[src/rtl/reg_bank_atomic_pkg.sv]
// Shared address offsets and CTRL bit positions for the atomic register bank.
// Offsets are relative to pBASE_ADDR + pNUM_REGS (just past the data registers).
package reg_bank_atomic_pkg;

    localparam int STATUS_OFS  = 0;
    localparam int CTRL_OFS    = 1;
    localparam int PENDING_OFS = 2;

    localparam int CTRL_COMMIT_ALL_BIT  = 0;
    localparam int CTRL_AUTO_COMMIT_BIT = 1;

endpackage

[src/rtl/reg_bank_sticky.sv]
// Sticky status vector: bits set on event inputs, cleared by host write-1-to-clear.
// A set arriving in the same cycle as its clear wins, so no event is ever lost.
module reg_bank_sticky #(
    parameter int pSTICKY_BITS = 8
) (
    input  logic                    clk_usb,
    input  logic                    reset_i,
    input  logic [pSTICKY_BITS-1:0] set_i,
    input  logic [pSTICKY_BITS-1:0] clr_i,
    output logic [pSTICKY_BITS-1:0] sticky_o
);

    always_ff @(posedge clk_usb) begin
        if (reset_i) begin
            sticky_o <= '0;
        end else begin
            sticky_o <= (sticky_o & ~clr_i) | set_i;
        end
    end

endmodule

[src/rtl/reg_bank_atomic.sv]
// Host register bank with per-register shadow staging and atomic commit, so that
// capture logic never observes a half-written multi-byte setting.
module reg_bank_atomic
    import reg_bank_atomic_pkg::*;
#(
    parameter int           pBYTECNT_SIZE = 7,
    parameter int           pNUM_REGS     = 8,
    parameter int           pREG_BYTES    = 4,
    parameter logic [7:0]   pBASE_ADDR    = 8'h60,
    parameter int           pSTICKY_BITS  = 8
) (
    input  logic                              clk_usb,
    input  logic                              reset_i,
    input  logic [7:0]                        reg_address,
    input  logic [pBYTECNT_SIZE-1:0]          reg_bytecnt,
    input  logic [7:0]                        reg_datai,
    output logic [7:0]                        reg_datao,
    input  logic                              reg_read,
    input  logic                              reg_write,
    output logic [pNUM_REGS*pREG_BYTES*8-1:0] regs_o,
    output logic [pNUM_REGS-1:0]              load_o,
    input  logic [pSTICKY_BITS-1:0]           sticky_set_i,
    output logic [pSTICKY_BITS-1:0]           sticky_o
);

    logic [7:0]                              rel_addr;
    logic                                    status_hit;
    logic                                    ctrl_hit;
    logic                                    pending_hit;
    logic                                    auto_commit_q;
    logic                                    commit_all;
    logic [pSTICKY_BITS-1:0]                 sticky_clr;
    logic [pNUM_REGS-1:0]                    pending_w;
    logic [pNUM_REGS-1:0][pREG_BYTES-1:0][7:0] committed_w;

    // Addresses below the base wrap to large offsets and fall outside the map.
    assign rel_addr    = reg_address - pBASE_ADDR;
    assign status_hit  = (rel_addr == 8'(pNUM_REGS + STATUS_OFS));
    assign ctrl_hit    = (rel_addr == 8'(pNUM_REGS + CTRL_OFS));
    assign pending_hit = (rel_addr == 8'(pNUM_REGS + PENDING_OFS));

    assign commit_all = reg_write && ctrl_hit && reg_datai[CTRL_COMMIT_ALL_BIT];
    assign sticky_clr = (reg_write && status_hit) ? reg_datai[pSTICKY_BITS-1:0] : '0;

    always_ff @(posedge clk_usb) begin
        if (reset_i) begin
            auto_commit_q <= 1'b1;
        end else if (reg_write && ctrl_hit) begin
            auto_commit_q <= reg_datai[CTRL_AUTO_COMMIT_BIT];
        end
    end

    for (genvar gi = 0; gi < pNUM_REGS; gi++) begin : g_reg
        logic [pREG_BYTES-1:0][7:0] shadow_q;
        logic [pREG_BYTES-1:0][7:0] shadow_nxt;
        logic [pREG_BYTES-1:0][7:0] committed_q;
        logic                       pending_q;
        logic                       load_q;
        logic                       reg_hit;
        logic                       byte_wr;
        logic                       last_byte;
        logic                       commit;

        assign reg_hit = reg_write && (rel_addr == 8'(gi));

        always_comb begin
            shadow_nxt = shadow_q;
            byte_wr    = 1'b0;
            last_byte  = 1'b0;
            for (int b = 0; b < pREG_BYTES; b++) begin
                if (reg_hit && (reg_bytecnt == pBYTECNT_SIZE'(b))) begin
                    shadow_nxt[b] = reg_datai;
                    byte_wr       = 1'b1;
                    last_byte     = (b == pREG_BYTES - 1);
                end
            end
        end

        // The committing byte is folded in via shadow_nxt, so it lands in the same edge.
        assign commit = (last_byte && auto_commit_q) || (commit_all && pending_q);

        always_ff @(posedge clk_usb) begin
            if (reset_i) begin
                shadow_q    <= '0;
                committed_q <= '0;
                pending_q   <= 1'b0;
                load_q      <= 1'b0;
            end else begin
                shadow_q <= shadow_nxt;
                load_q   <= commit;
                if (commit) begin
                    committed_q <= shadow_nxt;
                    pending_q   <= 1'b0;
                end else if (byte_wr) begin
                    pending_q   <= 1'b1;
                end
            end
        end

        assign committed_w[gi] = committed_q;
        assign pending_w[gi]   = pending_q;
        assign load_o[gi]      = load_q;
    end

    assign regs_o = committed_w;

    reg_bank_sticky #(
        .pSTICKY_BITS(pSTICKY_BITS)
    ) u_sticky (
        .clk_usb  (clk_usb),
        .reset_i  (reset_i),
        .set_i    (sticky_set_i),
        .clr_i    (sticky_clr),
        .sticky_o (sticky_o)
    );

    // Reads return committed data, never the staged shadow.
    always_comb begin
        reg_datao = '0;
        if (reg_read) begin
            for (int i = 0; i < pNUM_REGS; i++) begin
                for (int b = 0; b < pREG_BYTES; b++) begin
                    if ((rel_addr == 8'(i)) && (reg_bytecnt == pBYTECNT_SIZE'(b))) begin
                        reg_datao = committed_w[i][b];
                    end
                end
            end
            if (status_hit) begin
                reg_datao = 8'(sticky_o);
            end
            if (ctrl_hit) begin
                reg_datao[CTRL_AUTO_COMMIT_BIT] = auto_commit_q;
            end
            if (pending_hit) begin
                reg_datao = 8'(pending_w);
            end
        end
    end

endmodule

[config.mk]
export PLATFORM = sky130hd
export DESIGN_NAME = reg_bank_atomic
export DESIGN_NICKNAME = d
export VERILOG_FILES = /design/src/rtl/reg_bank_atomic_pkg.sv /design/src/rtl/reg_bank_sticky.sv /design/src/rtl/reg_bank_atomic.sv
export SDC_FILE = /design/constraint.sdc
export NUM_CORES = 1
export LEC_CHECK = 0
export CORE_MARGIN = 2
export CORE_UTILIZATION = 49
export DETAILED_ROUTE_END_ITERATION = 10
export PLACE_DENSITY_LB_ADDON = 0.25
export REMOVE_ABC_BUFFERS = 1
export SLEW_MARGIN = 10
export SYNTH_ARGS = -nofsm -noshare
export SYNTH_HDL_FRONTEND = slang
export SYNTH_SLANG_ARGS = --single-unit
[constraint.sdc]
create_clock -name clk_usb -period 3.6 [get_ports clk_usb]
set_input_delay 0.54 -clock clk_usb [delete_from_list [all_inputs] [get_ports clk_usb]]
set_output_delay 0.54 -clock clk_usb [all_outputs]
set_load 0.005 [all_outputs]
==> results summary, run 1 <==
In the synthesized netlist, the cells that appear most often are sky130_fd_sc_hd__dfxtp_1, sky130_fd_sc_hd__nor2_1, sky130_fd_sc_hd__nand2_1. The run finished, with violations left. The die extent in y came out at 209.4 µm. The clock transition at the register clock pins on the worst setup and hold paths after CTS came out at 0.06 ns.

IR analysis of the VDD net gives a maximum drop of 0.5277 mV. The mapped netlist covers 20680 µm². Once the floorplan was initialized, standard cells occupied 49.51% of the core. The startpoint of the lowest-slack register-to-register path is auto_commit_q$_SDFFE_PP1P_. The proportion of netlist area held by the largest area contributor is 51.99%. The post-DP HPWL is 61150 µm. The antenna cell count came out at 0. The multi-input gate area in the final layout is 9803 µm². The reported leakage power came out at 0.01277 µW. The share of the clock period used by the worst path came out at 120.1%. The fraction of the yosys area taken by sequential cells is 51.99%. At the worst endpoint, the required time is 3.06 ns.

After layout, the minimum clock period comes to 4.322 ns. The overall power after layout came out at 12040 µW. TritonCTS built the clock tree.

STA classifies the critical path endpoint as an output pin. The normalized max-slew margin came out at 53.27%. The floorplan core area came out at 41760 µm². Of all cell types, the one taking the most synthesized area is sky130_fd_sc_hd__dfxtp_1. The share of final-layout standard cells stronger than drive strength 1 came out at 19.25%. The remaining antenna violation count after routing came out at 0. In the final design database the tool counted 2909 nets. Tracing the worst setup path back leads to its startpoint at reg_address[6]. The final non-filler cell area came out at 29170 µm². The final worst setup slack came out at -0.7222 ns.

The overall die area is 43850 µm². At the worst endpoint, the arrival time is 3.78 ns. The number of instances in the synthesized netlist came out at 2319.

In this run the clock root is driven by a sky130_fd_sc_hd__clkbuf_16. Setup violations remaining at the end of the flow were counted as 8. The deepest clock path buffer count is 3. The most used standard cell by instance count after synthesis is sky130_fd_sc_hd__dfxtp_1. Summed over all layers, the routed wires come to 85300 µm. The power density of the placed cells is 412.6 nW/µm².

Setup repair after global routing could not meet its margin everywhere. The count of buffers added on input and output ports is 314. Ranked by total cell area, the synthesized netlist is headed by sky130_fd_sc_hd__dfxtp_1, sky130_fd_sc_hd__mux2i_1, sky130_fd_sc_hd__o21ai_0. The via count of the first global-routing pass is 19730.

The horizontal die dimension is 209.4 µm. STA classifies the critical path startpoint as an input port. The final count of pins violating max slew came to 0. The fmax is 231.4 MHz.

Fill cells in the final layout number 3286. The mean post-synth cell area is 8.916 µm². The final reports fail on setup timing. The slew at the pin with the worst max-slew slack is 0.7010 ns. During I/O placement, the number of pins put on the boundary was 315.

The standard cell area after detailed placement came out at 26720 µm². The number of search-and-repair iterations in the first detailed-routing pass is 6. The overall routing resource usage is 37.96%.

The first-pass GRT wire length came out at 125200 µm. Summing all flip-flop and latch instances after layout gives 10750 µm². The maximum net fanout on the critical path is 6. The max-capacitance violation count came out at 0.

The worst clock skew on the final layout came out at 0.02171 ns. The number of design rule violations left after detail routing came out at 0. The launch point of the worst hold path is g_reg[7].shadow_q[24]$_SDFF_PP0_. The initial antenna violation count came out at 1. The pin count of the biggest net entering global routing came out at 77. The final weighted congestion in routability-driven placement is 0.9675. The number of vias after detailed routing is 20410.

Clock latency on the worst-skew pair, taken at its later pin, is 0.61 ns. After global routing the overflow that remains totals 0. The flip-flop and latch count after synthesis is 537.

The path class of the tightest hold or removal check is reg -> reg. TritonCTS created 52 clock buffers. The synthesized netlist contains 67 unique library cells. For this run, asynchronously set or reset flops after synthesis account for 0%. The most common flop cell mapped by yosys is sky130_fd_sc_hd__dfxtp_1. The category of the most critical setup path is in -> out. The hold-fix buffer count after cts came out at 0. The H-tree depth is 2. The total number of yosys warnings came out at 0. The final hold violation count came to 0. The DRC marker count from the first detailed-route iteration is 2207. In the final routed layout, each cell accounts on average for 24.74 µm. The site row count came out at 75.

The number of enable-type register cells in the synthesized netlist came out at 0. The total number of clock tree sinks is 537. The area growth from synthesis to final layout is 41.10%.

After routing, the total negative slack on setup checks comes to -4.383 ns. The per-cell via count in the routed design came out at 5.919.
worst paths after layout:
path | to | slack, ns | cells past startpoint
worst max-delay path | reg_datao[6] | -0.72 | 13
worst min-delay path | g_reg[7].shadow_q[24]$_SDFF_PP0_ | 0.47 | 2
worst max register to register | regs_o[101]$_SDFFE_PP0P_ | 2.01 | 5
worst min register to register | g_reg[7].shadow_q[24]$_SDFF_PP0_ | 0.47 | 2
per-layer routing:
metal | track usage [%] | routed length [µm] | up-vias
li1 | - | - | 9160
met1 | 52.97 | 35560 | 9957
met2 | 59.94 | 38680 | 1129
met3 | 6.225 | 8299 | 162
met4 | 12.88 | 2740 | 2
met5 | 0 | 17 | -
registers in the layout (all words and copies together), names as in the netlist:
signal             flops
regs_o               256
g.pending_q            8
u_sticky.sticky_o      8
auto_commit_q          1
g.load_q               8
g.shadow_q           256
critical path, cell delays in order:
cell	delay, ns
sky130_fd_sc_hd__buf_6	0.10
sky130_fd_sc_hd__ha_4	0.22
sky130_fd_sc_hd__or4b_4	0.54
sky130_fd_sc_hd__or4b_4	0.62
sky130_fd_sc_hd__buf_6	0.16
sky130_fd_sc_hd__nor3_4	0.15
sky130_fd_sc_hd__a221oi_2	0.05
sky130_fd_sc_hd__o31a_1	0.31
sky130_fd_sc_hd__o2111ai_2	0.25
sky130_fd_sc_hd__a21oi_2	0.14
sky130_fd_sc_hd__o221ai_2	0.31
sky130_fd_sc_hd__a221o_1	0.24
sky130_fd_sc_hd__buf_2	0.12
layout make-up:
type / instances / share of cell area [%]
tap: 539 / 2.312
inverter: 13 / 0.1673
timing repair buffer: 667 / 21.17
clock buffer: 75 / 5.138
clock inverter: 15 / 0.7634
sequential: 537 / 36.85
multi-input combinational: 1602 / 33.60
where the power goes:
group	switching, µW	internal [µW]
registers	8.03	5950
clock network	2320	3240
logic	346	179
total	2670	9370
logic make-up after synthesis:
family	share of synthesized area, %
AO/OA/AOI/OAI	15.17
XOR/XNOR	0.04237
AND/OR/NAND/NOR	17.19
flip-flops	51.99
adder cells (fa/ha/maj)	0.06050
multiplexers	11.98
buffers and inverters	3.570
metrics by stage:
step                hold slack (ns)  setup slack, ns  instances  utilization, %
floorplan                    0.4434          -0.2559       2152               -
global placement             0.4517           -1.609       3339           63.99
detailed placement           0.4605           -1.657       3339           63.99
CTS                          0.4759          -0.6517       3440           69.33
global route                 0.5002          -0.6864       3448           69.86
finish                       0.4739          -0.7222       3448           69.86
timing repair:
| item | 4_1_cts | 5_1_grt |
|---|---|---|
| endpoints found under the hold margin | 0 | 0 |
| gates resized for setup | 133 | 33 |
| pin swaps | 54 | 30 |
| setup buffers | 12 | 8 |
| setup endpoints to repair | 8 | 8 |
cell usage in the layout (no fill, tap or decap), drive strengths merged, types with 10 or more instances in the layout:
cell type | synthesis | final
nor2b | 14 | 14
nand4 | 12 | 12
o221ai | 18 | 18
o21ai | 285 | 285
a22oi | 25 | 25
nand3 | 26 | 26
inv | 13 | 16
mux2i | 243 | 243
dfxtp | 537 | 537
clkdlybuf4s50 | 0 | 294
o22ai | 19 | 19
clkbuf | 146 | 76
nor2 | 353 | 353
a221oi | 16 | 16
buf | 21 | 361
nor3 | 44 | 44
a32oi | 10 | 10
a21oi | 60 | 60
a221o | 11 | 11
nand2 | 346 | 346
Power figures use the tool's default switching activity.
==> run 2: changes to the inputs <==
--- a/config.mk
+++ b/config.mk
@@ -5,8 +5,7 @@
 export SDC_FILE = /design/constraint.sdc
 export NUM_CORES = 1
 export LEC_CHECK = 0
-export CORE_MARGIN = 2
-export CORE_UTILIZATION = 49
+export CORE_UTILIZATION = 54
 export DETAILED_ROUTE_END_ITERATION = 10
 export PLACE_DENSITY_LB_ADDON = 0.25
 export REMOVE_ABC_BUFFERS = 1
==> constraint.sdc (replaced) <==
create_clock -name clk_usb -period 4.6 [get_ports clk_usb]
set_input_delay 0.69 -clock clk_usb [delete_from_list [all_inputs] [get_ports clk_usb]]
set_output_delay 0.69 -clock clk_usb [all_outputs]
set_load 0.005 [all_outputs]
==> results summary, run 2 (synthesis gave the netlist of run 1 again) <==
The remaining antenna violation count after routing is 0 (unchanged). The launch point of the worst hold path is g_reg[3].shadow_q[8]$_SDFF_PP0_ (was g_reg[7].shadow_q[24]$_SDFF_PP0_). The via count of the first global-routing pass was 19520 (was 19730). The site row count came out at 71 (was 75). The endpoint arrival time on the critical path came to 3.92 ns (was 3.78 ns). The number of port buffers came out at 314 (unchanged).

The initial antenna violation count is 1 (unchanged). The cell count after placement was 3252 (was 3339). The normalized max-slew margin is 23.24% (was 53.27%). The fill cell total of the finished layout came out at 2842 (was 3286). The clock insertion delay at the later pin of the skew report came out at 0.61 ns (about the same). Derived from the worst setup path, the maximum achievable clock frequency is 217.0 MHz. The clock transition at the register clock pins on the worst setup and hold paths after CTS came to 0.06 ns (about the same). The starting density of the core came to 54.89% (was 49.51%). The pin count of the biggest net entering global routing came out at 100 (was 77).

The most common cell after layout, fill and taps aside was sky130_fd_sc_hd__dfxtp_1 (unchanged). The kind of end point of the critical path is an output pin (unchanged). The class of the worst hold path is reg -> reg (unchanged). The share of final-layout standard cells stronger than drive strength 1 is 16.65% (was 19.25%). The deepest clock path buffer count came out at 3 (unchanged).

The count of endpoints failing setup in the final report came out at 1 (was 8). The post-layout net count is 2847 (was 2909). Cell-by-cell listing of the critical path: clkdlybuf4s50_1 > xnor2_2 > buf_4 > or4b_1 > buf_4 > nor2_1 > buf_4 > buf_4 > nand2_1 > buf_4 > nand3_1 > a221o_1 > a222oi_1 > o21ai_2 > dlygate4sd2_1 (was buf_6 > ha_4 > or4b_4 > or4b_4 > buf_6 > nor3_4 > a221oi_2 > o31a_1 > o2111ai_2 > a21oi_2 > o221ai_2 > a221o_1 > buf_2).

The cell with the largest stage delay on the worst path is sky130_fd_sc_hd__clkdlybuf4s50_1 (was sky130_fd_sc_hd__or4b_4). The area growth from synthesis to final layout was 36.21% (was 41.10%). The number of vias after detailed routing is 20430 (was 20410). The number of top-level design ports is 315 (unchanged). The DRC marker count from the first detailed-route iteration came out at 2083 (was 2207). The final count of pins violating max slew is 0 (unchanged). The overall die area came out at 39080 µm² (was 43850 µm²). The core utilization of the finished layout is 74.77% (was 69.86%). The per-cell via count in the routed design came out at 6.083 (was 5.919). The first-pass GRT wire length came out at 120800 µm (was 125200 µm). The launching element type of the critical path was an input port (unchanged).

The TritonCTS clock tree is built (unchanged). The hold-fix buffer count after cts was 0 (unchanged). The share of the clock period used by the worst path is 100.2%. The final hold violation count came out at 0 (unchanged). The overall overflow remaining after global route is 0 (unchanged). The number of CTS-inserted buffers came out at 52 (unchanged).

The end of the worst register-to-register path is regs_o[148]$_SDFFE_PP0P_ (was regs_o[101]$_SDFFE_PP0P_). The slew at the pin with the worst max-slew slack is 1.148 ns (was 0.7010 ns). The routed wire length per instance is 24.36 µm (was 24.74 µm).

The final worst setup slack is -0.008388 ns (was -0.7222 ns). The cell depth of the worst flop-to-flop path came to 3 (was 5). The post-DP HPWL was 57060 µm (was 61150 µm). Among the stages of the critical path, the cell type that occurs most often is sky130_fd_sc_hd__buf_4.

The number of cells on the worst hold path is 2 (unchanged). The highest cell delay on the worst timing path came out at 0.45 ns (was 0.62 ns). The power density of the placed cells was 329.8 nW/µm² (was 412.6 nW/µm²).

The reported leakage power was 0.01226 µW (was 0.01277 µW). The worst hold path endpoint is g_reg[3].shadow_q[8]$_SDFF_PP0_ (was g_reg[7].shadow_q[24]$_SDFF_PP0_). The count of non-filler cells in the finished layout came to 3358 (was 3448). The minimum clock period after layout is 4.608 ns.

Failing checks: setup timing (unchanged). The worst clock skew on the final layout came out at 0.03296 ns (was 0.02171 ns). The max-capacitance violation count is 0 (unchanged). The startpoint of the lowest-slack register-to-register path is auto_commit_q$_SDFFE_PP1P_ (unchanged). The total wirelength of the detailed-routed design came to 81790 µm (was 85300 µm). The total number of clock tree sinks came out at 537 (unchanged). Status: complete, but fails checks (unchanged). The H-tree depth was 2 (unchanged). The maximum net fanout on the critical path came out at 7 (was 6).

The category of the most critical setup path was in -> out (unchanged). The final weighted congestion in routability-driven placement is 1.053 (was 0.9675). The horizontal die dimension came out at 197.7 µm (was 209.4 µm). The antenna cell count is 0 (unchanged). The floorplan core area is 37670 µm² (was 41760 µm²). The master cell of the clock root buffer is sky130_fd_sc_hd__clkbuf_16 (unchanged). The number of search-and-repair iterations in the first detailed-routing pass is 8 (was 6).

The critical path required time came out at 3.91 ns (was 3.06 ns). Setup repair after global routing missed its margin: true (unchanged). The number of design rule violations left after detail routing came out at 0 (unchanged). Highest-count cells in the layout ignoring fill and taps: sky130_fd_sc_hd__dfxtp_1, sky130_fd_sc_hd__nor2_1, sky130_fd_sc_hd__nand2_1 (unchanged). The die extent in y was 197.7 µm (was 209.4 µm). The overall routing resource usage is 41.27% (was 37.96%). The flop-to-flop setup slack came out at 2.43 ns (was 2.01 ns). The worst voltage drop across the vdd grid came out at 0.3591 mV (was 0.5277 mV).
run 2: changes by cell type in the layout (fill, tap and decap cells not counted), moves of 4 or more:
cell | before | now
sky130_fd_sc_hd__buf_4 | 311 | 275
sky130_fd_sc_hd__clkinv_2 | 3 | 8
sky130_fd_sc_hd__nor3_2 | 9 | 14
sky130_fd_sc_hd__a22oi_1 | 19 | 25
sky130_fd_sc_hd__dlygate4sd2_1 | 9 | 2
sky130_fd_sc_hd__buf_12 | 29 | 8
sky130_fd_sc_hd__a22oi_2 | 6 | 0
sky130_fd_sc_hd__nor3_4 | 14 | 9
sky130_fd_sc_hd__buf_6 | 15 | 9
sky130_fd_sc_hd__clkbuf_8 | 10 | 6
run 2: worst max path at each step:
stage / from / end / cells past startpoint
2_1_floorplan: reg_address[5] / reg_datao[6] / 10
3_3_place_gp: reg_address[5] / reg_datao[6] / 14
3_5_place_dp: reg_address[5] / reg_datao[6] / 14
4_1_cts: reg_bytecnt[1] / reg_datao[2] / 15
5_1_grt: reg_address[7] / reg_datao[3] / 15
6_report: reg_address[7] / reg_datao[3] / 15
run 2: layout make-up:
cell class | instances | area [µm²] | area share (%)
Clock buffer | 73 | 1473 | 5.229
Clock inverter | 17 | 209.0 | 0.7420
Inverter | 13 | 48.80 | 0.1733
Multi-Input combinational cell | 1602 | 9590 | 34.05
Sequential cell | 537 | 10750 | 38.17
Tap cell | 511 | 639.4 | 2.270
Timing Repair Buffer | 605 | 5451 | 19.36
run 2: timing repair:
item	in CTS	in global routing
gates cloned	0	0
endpoints found under the setup margin	8	8
setup buffers	16	1
pin swaps	44	18
gates resized for setup	87	35
run 2: layer usage:
layer	global-route usage, %	wire length [µm]
met1	56.15	32720
met2	63.02	36680
met3	7.751	8588
met4	19.93	3797
met5	0	11
run 2: report_power, final:
part / switching, µW / internal, µW
combinational: 259 / 122
sequential: 6.04 / 4650
clock: 1790 / 2450
total: 2060 / 7230
run 2: worst max-delay path, delay by kind of cell:
family	cells	cell delay, ns
simple gates	4	0.43
buf+inv	7	1.62
compound gates	3	0.86
xor+xnor	1	0.32
run 2: metrics by stage:
step	instance area, µm²	total power, µW	TNS (ns)	worst slack [ns]	hold slack (ns)
floorplan	19990	4838	0	0.4441	0.4434
global route	28160	9498	-0.03221	-0.02378	0.5097
CTS	28000	9268	0	0.003866	0.4762
global placement	25960	5117	-5.643	-0.8943	0.4525
detailed placement	25960	5119	-6.248	-0.9437	0.4631
finish	28160	9287	-0.008388	-0.008388	0.4746
==> run 3: changes to the inputs <==
==> constraint.sdc (replaced) <==
create_clock -name clk_usb -period 4.6 [get_ports clk_usb]
set_input_delay 1.15 -clock clk_usb [delete_from_list [all_inputs] [get_ports clk_usb]]
set_output_delay 1.15 -clock clk_usb [all_outputs]
set_load 0.005 [all_outputs]
==> results summary, run 3 (synthesis gave the netlist of run 1 again) <==
Status: complete, but fails checks (unchanged). Failing checks: setup timing (unchanged). The kind of end point of the critical path is an output pin (unchanged).

The clock transition at the register clock pins on the worst setup and hold paths after CTS is 0.06 ns (about the same). The via count of the first global-routing pass came out at 19910 (was 19520). The antenna cell count came out at 0 (unchanged). The share of the clock period used by the worst path is 116.4% (was 100.2%). The overall routing resource usage came out at 42.20% (was 41.27%). The post-DP HPWL came to 57890 µm (was 57060 µm). The critical path required time came to 3.45 ns (was 3.91 ns). The site row count was 71 (unchanged). The reported leakage power is 0.01245 µW (was 0.01226 µW). The TritonCTS clock tree is built (unchanged). The master cell of the clock root buffer is sky130_fd_sc_hd__clkbuf_16 (unchanged).

The clock insertion delay at the later pin of the skew report came out at 0.60 ns (was 0.61 ns). The fmax is 186.8 MHz (was 217.0 MHz). The normalized max-slew margin came to 43.91% (was 23.24%). The deepest clock path buffer count was 3 (unchanged). Setup repair after global routing missed its margin: true (unchanged). The highest cell delay on the worst timing path is 0.63 ns (was 0.45 ns). The first-pass GRT wire length came out at 123700 µm (was 120800 µm).

Cell-by-cell listing of the critical path: buf_6 > ha_4 > or4b_4 > or4b_4 > o32ai_4 > a221oi_2 > o31a_1 > o221ai_2 > a21oi_2 > o41ai_4 > buf_2 (was clkdlybuf4s50_1 > xnor2_2 > buf_4 > or4b_1 > buf_4 > nor2_1 > buf_4 > buf_4 > nand2_1 > buf_4 > nand3_1 > a221o_1 > a222oi_1 > o21ai_2 > dlygate4sd2_1). The max-capacitance violation count was 0 (unchanged). The power density of the placed cells was 335.9 nW/µm² (was 329.8 nW/µm²).

The core utilization of the finished layout is 75.87% (was 74.77%). The share of final-layout standard cells stronger than drive strength 1 came out at 18.17% (was 16.65%). The total wirelength of the detailed-routed design is 83220 µm (was 81790 µm). The floorplan core area came out at 37670 µm² (unchanged). The kind of cell with the highest combined delay on the critical path was compound AO/OA/AOI/OAI gates (was buffers and inverters).

The slew at the pin with the worst max-slew slack came to 0.8376 ns (was 1.148 ns). The cell with the largest stage delay on the worst path is sky130_fd_sc_hd__or4b_4 (was sky130_fd_sc_hd__clkdlybuf4s50_1). The remaining antenna violation count after routing was 0 (unchanged). The count of endpoints failing setup in the final report is 8 (was 1). The number of CTS-inserted buffers came out at 51 (was 52). The launching element type of the critical path is an input port (unchanged). Highest-count cells in the layout ignoring fill and taps: sky130_fd_sc_hd__dfxtp_1, sky130_fd_sc_hd__nor2_1, sky130_fd_sc_hd__nand2_1 (unchanged).

The number of search-and-repair iterations in the first detailed-routing pass came out at 6 (was 8). The post-layout net count came to 2864 (was 2847). The minimum clock period after layout was 5.353 ns (was 4.608 ns).

The per-cell via count in the routed design came out at 6.106 (was 6.083). The number of vias after detailed routing is 20630 (was 20430). The category of the most critical setup path was in -> out (unchanged). The H-tree depth is 2 (unchanged). The starting density of the core came to 54.89% (unchanged). The final worst setup slack came out at -0.7535 ns (was -0.008388 ns). The worst clock skew on the final layout came out at 0.01237 ns (was 0.03296 ns). The initial antenna violation count is 0 (was 1). The number of design rule violations left after detail routing came out at 0 (unchanged). The area growth from synthesis to final layout came out at 38.21% (was 36.21%). The total number of clock tree sinks came out at 537 (unchanged). The worst voltage drop across the vdd grid is 0.3369 mV (was 0.3591 mV).

The DRC marker count from the first detailed-route iteration was 2158 (was 2083). The final hold violation count is 0 (unchanged). The pin count of the biggest net entering global routing came to 104 (was 100). The final count of pins violating max slew was 0 (unchanged). The final weighted congestion in routability-driven placement came out at 1.021 (was 1.053).

The number of port buffers is 314 (unchanged). The cell repeated most along the worst path is sky130_fd_sc_hd__or4b_4 (was sky130_fd_sc_hd__buf_4). The number of top-level design ports was 315 (unchanged). The overall die area is 39080 µm² (unchanged). The horizontal die dimension came to 197.7 µm (unchanged). The die extent in y came to 197.7 µm (unchanged). The routed wire length per instance came out at 24.63 µm (was 24.36 µm).

The endpoint arrival time on the critical path came out at 4.20 ns (was 3.92 ns). The class of the worst hold path is reg -> reg (unchanged). The maximum net fanout on the critical path came to 5 (was 7). The overall overflow remaining after global route is 0 (unchanged). The worst hold slack across all endpoints came out at 0.4791 ns (was 0.4746 ns). The worst path buffer plus inverter count is 2 (was 7). The most common cell after layout, fill and taps aside is sky130_fd_sc_hd__dfxtp_1 (unchanged).
## run 3: area by class of cell
cell class / count / area, µm²
fill: 2709 / 9089
multi-input combinational: 1602 / 9698
clock buffer: 74 / 1525
clock inverter: 19 / 292.8
inverter: 13 / 48.80
timing repair buffer: 623 / 5623
sequential: 537 / 10750
tap: 511 / 639.4
## run 3: metrics by stage
| step | worst slack, ns | instance area, µm² | cells | power [µW] | setup TNS (ns) |
|---|---|---|---|---|---|
| after floorplan | -0.4759 | 19990 | 2152 | 4838 | -2.314 |
| after global placement | -2.057 | 26110 | 3270 | 5125 | -14.18 |
| after detailed placement | -2.126 | 26110 | 3270 | 5127 | -16.39 |
| after CTS | -0.7817 | 28320 | 3370 | 9576 | -5.553 |
| after global routing | -0.7863 | 28580 | 3379 | 9803 | -5.874 |
| final | -0.7535 | 28580 | 3379 | 9600 | -5.362 |
## run 3: worst paths after layout
path	start	to	slack [ns]	cells after the start
worst max-delay path	reg_address[6]	reg_datao[5]	-0.75	11
worst min-delay path	g_reg[3].shadow_q[16]$_SDFF_PP0_	g_reg[3].shadow_q[16]$_SDFF_PP0_	0.48	2
worst max register to register	auto_commit_q$_SDFFE_PP1P_	regs_o[73]$_SDFFE_PP0P_	2.49	5
worst min register to register	g_reg[3].shadow_q[16]$_SDFF_PP0_	g_reg[3].shadow_q[16]$_SDFF_PP0_	0.48	2
## run 3: report_power, final
group	switching, µW	leakage (µW)	internal [µW]
clock network	1840	0.000887	2700
logic	265	0.00723	133
registers	6.31	0.00433	4650
## run 3: routing by layer
layer | part of all wire [%] | global-route usage, % | vias up
met3 | 11 | 7.598 | 256
li1 | - | - | 9076
met2 | 45 | 65.23 | 1308
met4 | 4.6 | 18.83 | 0
met5 | 0 | 0 | -
met1 | 40 | 57.48 | 9991
## run 3: tightest hold or removal path, stage by stage, from the launching register on
cell	delay, ns
sky130_fd_sc_hd__dfxtp_1	0.31
sky130_fd_sc_hd__a21oi_1	0.06
sky130_fd_sc_hd__nor2_1	0.07
## run 3: timing repair
action                                  CTS  global route
pin swaps                                53            39
hold buffers                              0             0
gates resized for setup                 129            39
setup buffers                             8             9
endpoints found under the setup margin    8             8
